File: config.mk
export PLATFORM = sky130hd
export DESIGN_NAME = axi4_lite_regfile_slave_flat
export DESIGN_NICKNAME = d
export VERILOG_FILES = /design/src/rtl/axi4_lite_regfile_slave_if.sv /design/src/rtl/axi4_lite_regfile_slave.sv /design/src/flat_wrapper.sv
export SDC_FILE = /design/constraint.sdc
export NUM_CORES = 1
export LEC_CHECK = 0
export CAP_MARGIN = 15
export CORE_AREA = 2 2 246 248
export CTS_BUF_LIST = sky130_fd_sc_hd__clkbuf_8
export DETAILED_ROUTE_END_ITERATION = 7
export DIE_AREA = 0 0 248 250
export PLACE_DENSITY = 0.71
export SETUP_SLACK_MARGIN = 0.05
export SLEW_MARGIN = 30
export SYNTH_ARGS = -nofsm -noshare
export SYNTH_HDL_FRONTEND = slang
export SYNTH_SLANG_ARGS = --single-unit
File: constraint.sdc
create_clock -name aclk -period 2.9 [get_ports aclk]
set_input_delay 0.29 -clock aclk [delete_from_list [all_inputs] [get_ports aclk]]
set_output_delay 0.29 -clock aclk [all_outputs]
set_load 0.02 [all_outputs]
File: src/rtl/axi4_lite_regfile_slave_if.sv
// AXI4-Lite bus bundle for the register file slave.
// Ports: AW/W/B/AR/R channel signals; master and slave modports.
interface axi4_lite_regfile_slave_if #(
    parameter int ADDR_BYTES = 1,
    parameter int DATA_BYTES = 4
);
    logic                      awvalid;
    logic                      awready;
    logic [ADDR_BYTES*8-1:0]   awaddr;
    logic [2:0]                awprot;
    logic                      wvalid;
    logic                      wready;
    logic [DATA_BYTES*8-1:0]   wdata;
    logic [DATA_BYTES-1:0]     wstrb;
    logic                      bvalid;
    logic                      bready;
    logic [1:0]                bresp;
    logic                      arvalid;
    logic                      arready;
    logic [ADDR_BYTES*8-1:0]   araddr;
    logic [2:0]                arprot;
    logic                      rvalid;
    logic                      rready;
    logic [DATA_BYTES*8-1:0]   rdata;
    logic [1:0]                rresp;

    modport master (
        output awvalid, awaddr, awprot,
        output wvalid, wdata, wstrb,
        output bready,
        output arvalid, araddr, arprot,
        output rready,
        input  awready, wready,
        input  bvalid, bresp,
        input  arready,
        input  rvalid, rdata, rresp
    );

    modport slave (
        input  awvalid, awaddr, awprot,
        input  wvalid, wdata, wstrb,
        input  bready,
        input  arvalid, araddr, arprot,
        input  rready,
        output awready, wready,
        output bvalid, bresp,
        output arready,
        output rvalid, rdata, rresp
    );
endinterface

File: src/rtl/axi4_lite_regfile_slave.sv
// AXI4-Lite slave holding NUM_REGS word registers with byte strobes.
// Ports: aclk, aresetn, bus (slave modport), reg_q (flat contents), wr_pulse (per-reg commit).
module axi4_lite_regfile_slave #(
    parameter int DATA_BYTES = 4,
    parameter int ADDR_BYTES = 1,
    parameter int NUM_REGS   = 16,
    parameter logic [DATA_BYTES*8-1:0] RESET_VALUE = '0
) (
    input  logic                             aclk,
    input  logic                             aresetn,
    axi4_lite_regfile_slave_if.slave         bus,
    output logic [NUM_REGS*DATA_BYTES*8-1:0] reg_q,
    output logic [NUM_REGS-1:0]              wr_pulse
);
    localparam int W   = DATA_BYTES * 8;
    localparam int AW  = ADDR_BYTES * 8;
    localparam int OFF = $clog2(DATA_BYTES);
    localparam int IW  = AW + 1;

    localparam logic [1:0] OKAY   = 2'b00;
    localparam logic [1:0] SLVERR = 2'b10;

    typedef enum logic [1:0] {COLLECT, COMMIT, RESP} wstate_t;
    typedef enum logic [1:0] {R_IDLE, R_FETCH, R_DATA} rstate_t;

    wstate_t           wstate;
    rstate_t           rstate;

    logic              aw_held;
    logic              w_held;
    logic [AW-1:0]     aw_addr_q;
    logic [W-1:0]      w_data_q;
    logic [DATA_BYTES-1:0] w_strb_q;
    logic              awready;
    logic              wready;
    logic              bvalid;
    logic [1:0]        bresp;

    logic [AW-1:0]     ar_addr_q;
    logic              arready;
    logic              rvalid;
    logic [W-1:0]      rdata;
    logic [1:0]        rresp;

    logic              aw_hs;
    logic              w_hs;
    logic              ar_hs;
    logic              aw_take;
    logic              w_take;
    logic [AW-1:0]     w_idx;
    logic [AW-1:0]     r_idx;
    logic              w_hit;
    logic              r_hit;
    logic [W-1:0]      r_word;
    logic              unused;

    assign bus.awready = awready;
    assign bus.wready  = wready;
    assign bus.bvalid  = bvalid;
    assign bus.bresp   = bresp;
    assign bus.arready = arready;
    assign bus.rvalid  = rvalid;
    assign bus.rdata   = rdata;
    assign bus.rresp   = rresp;

    assign unused = ^{bus.awprot, bus.arprot};

    assign aw_hs   = bus.awvalid && awready;
    assign w_hs    = bus.wvalid && wready;
    assign ar_hs   = bus.arvalid && arready;
    assign aw_take = aw_held || aw_hs;
    assign w_take  = w_held || w_hs;

    // Word index; sub-word address bits are dropped.
    assign w_idx = aw_addr_q >> OFF;
    assign r_idx = ar_addr_q >> OFF;
    assign w_hit = {1'b0, w_idx} < IW'(NUM_REGS);
    assign r_hit = {1'b0, r_idx} < IW'(NUM_REGS);

    always_comb begin
        r_word = '0;
        for (int i = 0; i < NUM_REGS; i++) begin
            if ({1'b0, r_idx} == IW'(i)) begin
                r_word = reg_q[i*W +: W];
            end
        end
    end

    // Write engine: one outstanding write, AW and W may arrive in any order.
    always_ff @(posedge aclk or negedge aresetn) begin
        if (!aresetn) begin
            wstate    <= COLLECT;
            aw_held   <= 1'b0;
            w_held    <= 1'b0;
            aw_addr_q <= '0;
            w_data_q  <= '0;
            w_strb_q  <= '0;
            awready   <= 1'b0;
            wready    <= 1'b0;
            bvalid    <= 1'b0;
            bresp     <= OKAY;
            wr_pulse  <= '0;
            for (int i = 0; i < NUM_REGS; i++) begin
                reg_q[i*W +: W] <= RESET_VALUE;
            end
        end else begin
            wr_pulse <= '0;
            unique case (wstate)
                COLLECT: begin
                    if (aw_hs) begin
                        aw_addr_q <= bus.awaddr;
                    end
                    if (w_hs) begin
                        w_data_q <= bus.wdata;
                        w_strb_q <= bus.wstrb;
                    end
                    aw_held <= aw_take;
                    w_held  <= w_take;
                    if (aw_take && w_take) begin
                        awready <= 1'b0;
                        wready  <= 1'b0;
                        wstate  <= COMMIT;
                    end else begin
                        awready <= !aw_take;
                        wready  <= !w_take;
                    end
                end
                COMMIT: begin
                    for (int i = 0; i < NUM_REGS; i++) begin
                        if (w_hit && {1'b0, w_idx} == IW'(i)) begin
                            wr_pulse[i] <= 1'b1;
                            for (int b = 0; b < DATA_BYTES; b++) begin
                                if (w_strb_q[b]) begin
                                    reg_q[i*W + b*8 +: 8] <= w_data_q[b*8 +: 8];
                                end
                            end
                        end
                    end
                    bvalid <= 1'b1;
                    bresp  <= w_hit ? OKAY : SLVERR;
                    wstate <= RESP;
                end
                RESP: begin
                    if (bus.bready) begin
                        bvalid  <= 1'b0;
                        aw_held <= 1'b0;
                        w_held  <= 1'b0;
                        awready <= 1'b1;
                        wready  <= 1'b1;
                        wstate  <= COLLECT;
                    end
                end
                default: wstate <= COLLECT;
            endcase
        end
    end

    // Read engine: data is sampled one edge after the AR handshake,
    // so a write committing on that same edge is not yet visible.
    always_ff @(posedge aclk or negedge aresetn) begin
        if (!aresetn) begin
            rstate    <= R_IDLE;
            ar_addr_q <= '0;
            arready   <= 1'b0;
            rvalid    <= 1'b0;
            rdata     <= '0;
            rresp     <= OKAY;
        end else begin
            unique case (rstate)
                R_IDLE: begin
                    if (ar_hs) begin
                        ar_addr_q <= bus.araddr;
                        arready   <= 1'b0;
                        rstate    <= R_FETCH;
                    end else begin
                        arready   <= 1'b1;
                    end
                end
                R_FETCH: begin
                    rvalid <= 1'b1;
                    rdata  <= r_hit ? r_word : '0;
                    rresp  <= r_hit ? OKAY : SLVERR;
                    rstate <= R_DATA;
                end
                R_DATA: begin
                    if (bus.rready) begin
                        rvalid  <= 1'b0;
                        arready <= 1'b1;
                        rstate  <= R_IDLE;
                    end
                end
                default: rstate <= R_IDLE;
            endcase
        end
    end
endmodule

File: src/flat_wrapper.sv
// flat-port wrapper written by rule: the top's interface ports become plain ports
module axi4_lite_regfile_slave_flat 
#(
    parameter int DATA_BYTES = 4,
    parameter int ADDR_BYTES = 1,
    parameter int NUM_REGS   = 16,
    parameter logic [DATA_BYTES*8-1:0] RESET_VALUE = '0
)
  (aclk, aresetn, reg_q, wr_pulse, bus_awvalid, bus_awaddr, bus_awprot, bus_wvalid, bus_wdata, bus_wstrb, bus_bready, bus_arvalid, bus_araddr, bus_arprot, bus_rready, bus_awready, bus_wready, bus_bvalid, bus_bresp, bus_arready, bus_rvalid, bus_rdata, bus_rresp);
  axi4_lite_regfile_slave_if #(.ADDR_BYTES(ADDR_BYTES), .DATA_BYTES(DATA_BYTES)) bus_i ();
  input  logic aclk;
  input  logic aresetn;
  output logic [NUM_REGS*DATA_BYTES*8-1:0] reg_q;
  output logic [NUM_REGS-1:0] wr_pulse;
  input wire logic [$bits(bus_i.awvalid)-1:0] bus_awvalid;
  input wire logic [$bits(bus_i.awaddr)-1:0] bus_awaddr;
  input wire logic [$bits(bus_i.awprot)-1:0] bus_awprot;
  input wire logic [$bits(bus_i.wvalid)-1:0] bus_wvalid;
  input wire logic [$bits(bus_i.wdata)-1:0] bus_wdata;
  input wire logic [$bits(bus_i.wstrb)-1:0] bus_wstrb;
  input wire logic [$bits(bus_i.bready)-1:0] bus_bready;
  input wire logic [$bits(bus_i.arvalid)-1:0] bus_arvalid;
  input wire logic [$bits(bus_i.araddr)-1:0] bus_araddr;
  input wire logic [$bits(bus_i.arprot)-1:0] bus_arprot;
  input wire logic [$bits(bus_i.rready)-1:0] bus_rready;
  output wire logic [$bits(bus_i.awready)-1:0] bus_awready;
  output wire logic [$bits(bus_i.wready)-1:0] bus_wready;
  output wire logic [$bits(bus_i.bvalid)-1:0] bus_bvalid;
  output wire logic [$bits(bus_i.bresp)-1:0] bus_bresp;
  output wire logic [$bits(bus_i.arready)-1:0] bus_arready;
  output wire logic [$bits(bus_i.rvalid)-1:0] bus_rvalid;
  output wire logic [$bits(bus_i.rdata)-1:0] bus_rdata;
  output wire logic [$bits(bus_i.rresp)-1:0] bus_rresp;
  assign bus_i.awvalid = bus_awvalid;
  assign bus_i.awaddr = bus_awaddr;
  assign bus_i.awprot = bus_awprot;
  assign bus_i.wvalid = bus_wvalid;
  assign bus_i.wdata = bus_wdata;
  assign bus_i.wstrb = bus_wstrb;
  assign bus_i.bready = bus_bready;
  assign bus_i.arvalid = bus_arvalid;
  assign bus_i.araddr = bus_araddr;
  assign bus_i.arprot = bus_arprot;
  assign bus_i.rready = bus_rready;
  assign bus_awready = bus_i.awready;
  assign bus_wready = bus_i.wready;
  assign bus_bvalid = bus_i.bvalid;
  assign bus_bresp = bus_i.bresp;
  assign bus_arready = bus_i.arready;
  assign bus_rvalid = bus_i.rvalid;
  assign bus_rdata = bus_i.rdata;
  assign bus_rresp = bus_i.rresp;
  axi4_lite_regfile_slave #(.DATA_BYTES(DATA_BYTES), .ADDR_BYTES(ADDR_BYTES), .NUM_REGS(NUM_REGS), .RESET_VALUE(RESET_VALUE)) u_core (.aclk(aclk), .aresetn(aresetn), .bus(bus_i), .reg_q(reg_q), .wr_pulse(wr_pulse));
endmodule
==> results.toml <==
[sta]
maxSlewViolCount = 0
skew_ns = 0.0355
period_needed_ns = 2.87
rsz0062_at_grt = "false"
relSlewSlack_pct = 48.6
hold_violations = 0
fmax_mhz = 349
worst_slew_pin_slew_ns = 0.768
setup_tns_ns = 0
period_share_pct = 98.9
setup_viol = 0

[synth]
synth_top_area_share_pct = 57.0
synthesis.area_sq_mm = 0.0273
avgSynthCellArea_sq_um = 13.8
netlist_instances = 1983
yosysMostFrequentCell = "dfrtp_1"
synth_seq_cells = 621
yosysTopAreaCell = "dfrtp_1"
yosysUniqueCellTypes = 63
synth_area_leaders = "dfrtp_1 57%, mux2_2 24%, mux4_2 2.4%"
synth_edf_count = 0
synth_flop_cell = "dfrtp_1"
yosys_warnings = 0
ys_seq_area_share_pct = 57.0
synthArstFlopShare_pct = 100
netlist_top_cells_count = "621 x dfrtp_1, 574 x mux2_2, 128 x nand2_1"

[drt]
dr_total_vias = 21900
postRouteAntennaNets = 0
drc = 0
finalWirelength_um = 116000
wl_per_cell_um = 32.5
dr.pass1.iters = 8
drt_iter0_markers = 2216
via_per_inst = 6.14

[clocking]
htreeDepth = 3
clock_path_buffers = 3
cts_tree = "done"
worstSkewPairLatency_ns = 0.73
clkTransAtPathRegs_ns = 0.07
cts-root-buf = "clkbuf_8"
clock-sinks = 621
cts_buffers = 103
postCtsSetupRepairBufs = 0

[setup_path]
r2r-start = "u_core.ar_addr_q[3]$_DFFE_PN0P_"
worstSetupStartpointType = "flip-flop"
rr_worst_depth = 6
cp_num_buf_inv = 0
endpoint_kind = "flip-flop"
criticalPathCategory = "reg -> reg"
cp.required_ns = 3.48
path_max_fanout = 19
ff2ff_setup_slack_ns = 0.03
cp_slowest_cell = "nor2b_2"
cp_cell_sequence = "nor2b_2 > nand2_1 > o21ai_0 > a21o_1 > o211ai_1 > a32o_1"
critPathTopFamily = "simple AND/OR/NAND/NOR gates"
cpPeakStageDelay_ns = 0.73
cp.arrival_ns = 3.45
r2r_end = "u_core.bus.rdata[27]$_DFFE_PN0P_"

[worst_hold_path]
hold_depth = 2
hold_end = "u_core.w_data_q[12]$_DFFE_PN0P_"
hold_path.startpoint = "bus_wdata[12]"
hp-class = "in -> reg"

[grt]
antenna_found_initial = 4
grt_pass1_vias = 22400
grt_pass1_wl_um = 164000
groute.usage.overall_pct = 37.1
grt_overflow_total = 0
grt_max_degree = 92

[place]
place.port_buffers = 621
placed_cell_area_sq_mm = 0.0349
hpwl_um = 82400
dpl.cell_count = 3369
place.gp.congestion = 0.926

[pwr]
p_total_mw = 41.4
vdd_ir_drop_max_mv = 0.745
leakagePower_nw = 17.1
power_density_mw_per_mm2 = 1110

[die]
ios = 634
design.core.area_sq_mm = 0.0596
die_area_sq_mm = 0.0620
initial_core_util_pct = 45.8
dieWidth_um = 248
rows = 90
die_h_um = 250

[outcome]
status = "completed"

[run]
cap_violations = 0

[final_layout]
layout-drive-gt1-share_pct = 32.8
final_nets = 2758
area_growth_pct = 36.4
fin_util_pct = 62.4
fin_cells = 3564
finalInstanceArea_sq_mm = 0.0372
nFillCells = 4667
what timing repair did:
item | in CTS | in global routing
hold buffers | 1 | 0
hold endpoints to repair | 54 | 0
endpoints found under the setup margin | 0 | 2
gates resized for setup | 0 | 1
per-stage QoR:
stage | setup slack (ns) | hold slack [ns]
floorplan | 0.838 | -0.00559
global route | 0.0834 | 0.150
CTS | 0.102 | 0.134
global placement | 0.113 | 0.338
detailed placement | 0.142 | 0.347
finish | 0.0318 | 0.173
sequential cells by signal, indices dropped and copies added (netlist names):
name / cells
u_core.w_data_q: 32
u_core.bus.awready: 1
u_core.wstate: 2
u_core.aw_addr_q: 6
u_core.reg_q: 512
u_core.w_strb_q: 4
u_core.bus.bresp: 1
u_core.ar_addr_q: 6
u_core.aw_held: 1
u_core.bus.arready: 1
u_core.bus.rresp: 1
u_core.bus.wready: 1
u_core.bus.rvalid: 1
u_core.rstate: 2
u_core.bus.bvalid: 1
u_core.w_held: 1
u_core.wr_pulse: 16
u_core.bus.rdata: 32
logic make-up (layout without fill, tap and decap cells):
kind of cell	count (synthesis)	after routing	share of synthesized area, %
AOI/OAI and AO/OA	333	333	8.68
muxes	630	630	27.1
buffers and inverters	133	929	2.40
and+or+nand+nor	265	265	4.85
other	1	4	0.0137
DFF	621	621	57.0
per-layer routing:
metal  GRT usage, %  vias up  wire length, um
li1               -     8900                -
met1           47.9    11300            44400
met2           56.8     1293            53200
met3           11.9      343            12200
met4           16.9        4             5950
met5              0        -               27
where the power goes:
group          internal [mW]  switching [mW]
logic                   8.19            8.94
registers               11.6            4.31
clock network           4.66            3.76
worst max-delay path by stage:
stage | slack, ns | from | cells past startpoint | to
after floorplan | 0.84 | u_core.ar_addr_q[2]$_DFFE_PN0P_ | 6 | u_core.bus.rdata[14]$_DFFE_PN0P_
after global placement | 0.11 | u_core.ar_addr_q[3]$_DFFE_PN0P_ | 6 | u_core.bus.rdata[27]$_DFFE_PN0P_
after detailed placement | 0.14 | u_core.ar_addr_q[3]$_DFFE_PN0P_ | 6 | u_core.bus.rdata[27]$_DFFE_PN0P_
after CTS | 0.10 | u_core.ar_addr_q[3]$_DFFE_PN0P_ | 6 | u_core.bus.rdata[27]$_DFFE_PN0P_
after global routing | 0.08 | u_core.ar_addr_q[7]$_DFFE_PN0P_ | 7 | u_core.bus.rdata[28]$_DFFE_PN0P_
final | 0.03 | u_core.ar_addr_q[3]$_DFFE_PN0P_ | 6 | u_core.bus.rdata[27]$_DFFE_PN0P_
cell type report:
cell class	instances	area (sq um)	share of cell area (%)
Timing Repair Buffer	731	7220	19.4
Sequential cell	621	15500	41.8
Clock inverter	56	395	1.06
Tap cell	782	978	2.63
Multi-Input combinational cell	1230	11200	30.0
Inverter	6	22.5	0.0605
Clock buffer	136	1870	5.03
Antenna cell	2	5.00	0.0135
worst register-to-register path, delay by kind of cell (launching register included):
kind | cells | cell delay, ns
AO/OA/AOI/OAI | 4 | 0.81
flip-flops | 1 | 0.68
AND/OR/NAND/NOR | 2 | 1.25
placed cells by master, fill, tap and decap left out, types with 4 or more instances in the layout:
cell type / synthesis / layout
a2111oi_0: 6 / 6
a211oi_1: 8 / 8
a21o_1: 8 / 8
a21oi_1: 66 / 66
a221o_1: 8 / 8
a221oi_1: 25 / 25
a222oi_1: 40 / 40
a22o_1: 10 / 10
a22oi_1: 45 / 45
a2bb2oi_1: 4 / 4
a31oi_1: 20 / 20
and3_1: 14 / 13
buf_12: 0 / 14
buf_4: 13 / 95
bufinv_16: 0 / 5
clkbuf_8: 0 / 136
clkdlybuf4s50_1: 0 / 620
clkinv_2: 0 / 19
dfrtp_1: 621 / 619
inv_1: 5 / 30
mux2_2: 574 / 574
mux2i_1: 27 / 27
mux4_2: 29 / 29
nand2_1: 128 / 128
nand2b_1: 14 / 12
nand3_1: 10 / 10
nand4_1: 6 / 6
nor2_1: 48 / 45
nor2_2: 3 / 4
nor2_4: 5 / 7
nor3_1: 12 / 10
o211ai_1: 9 / 9
o21ai_0: 44 / 44
o22ai_1: 21 / 21
Note: power is estimated with default switching activity, not from simulation.
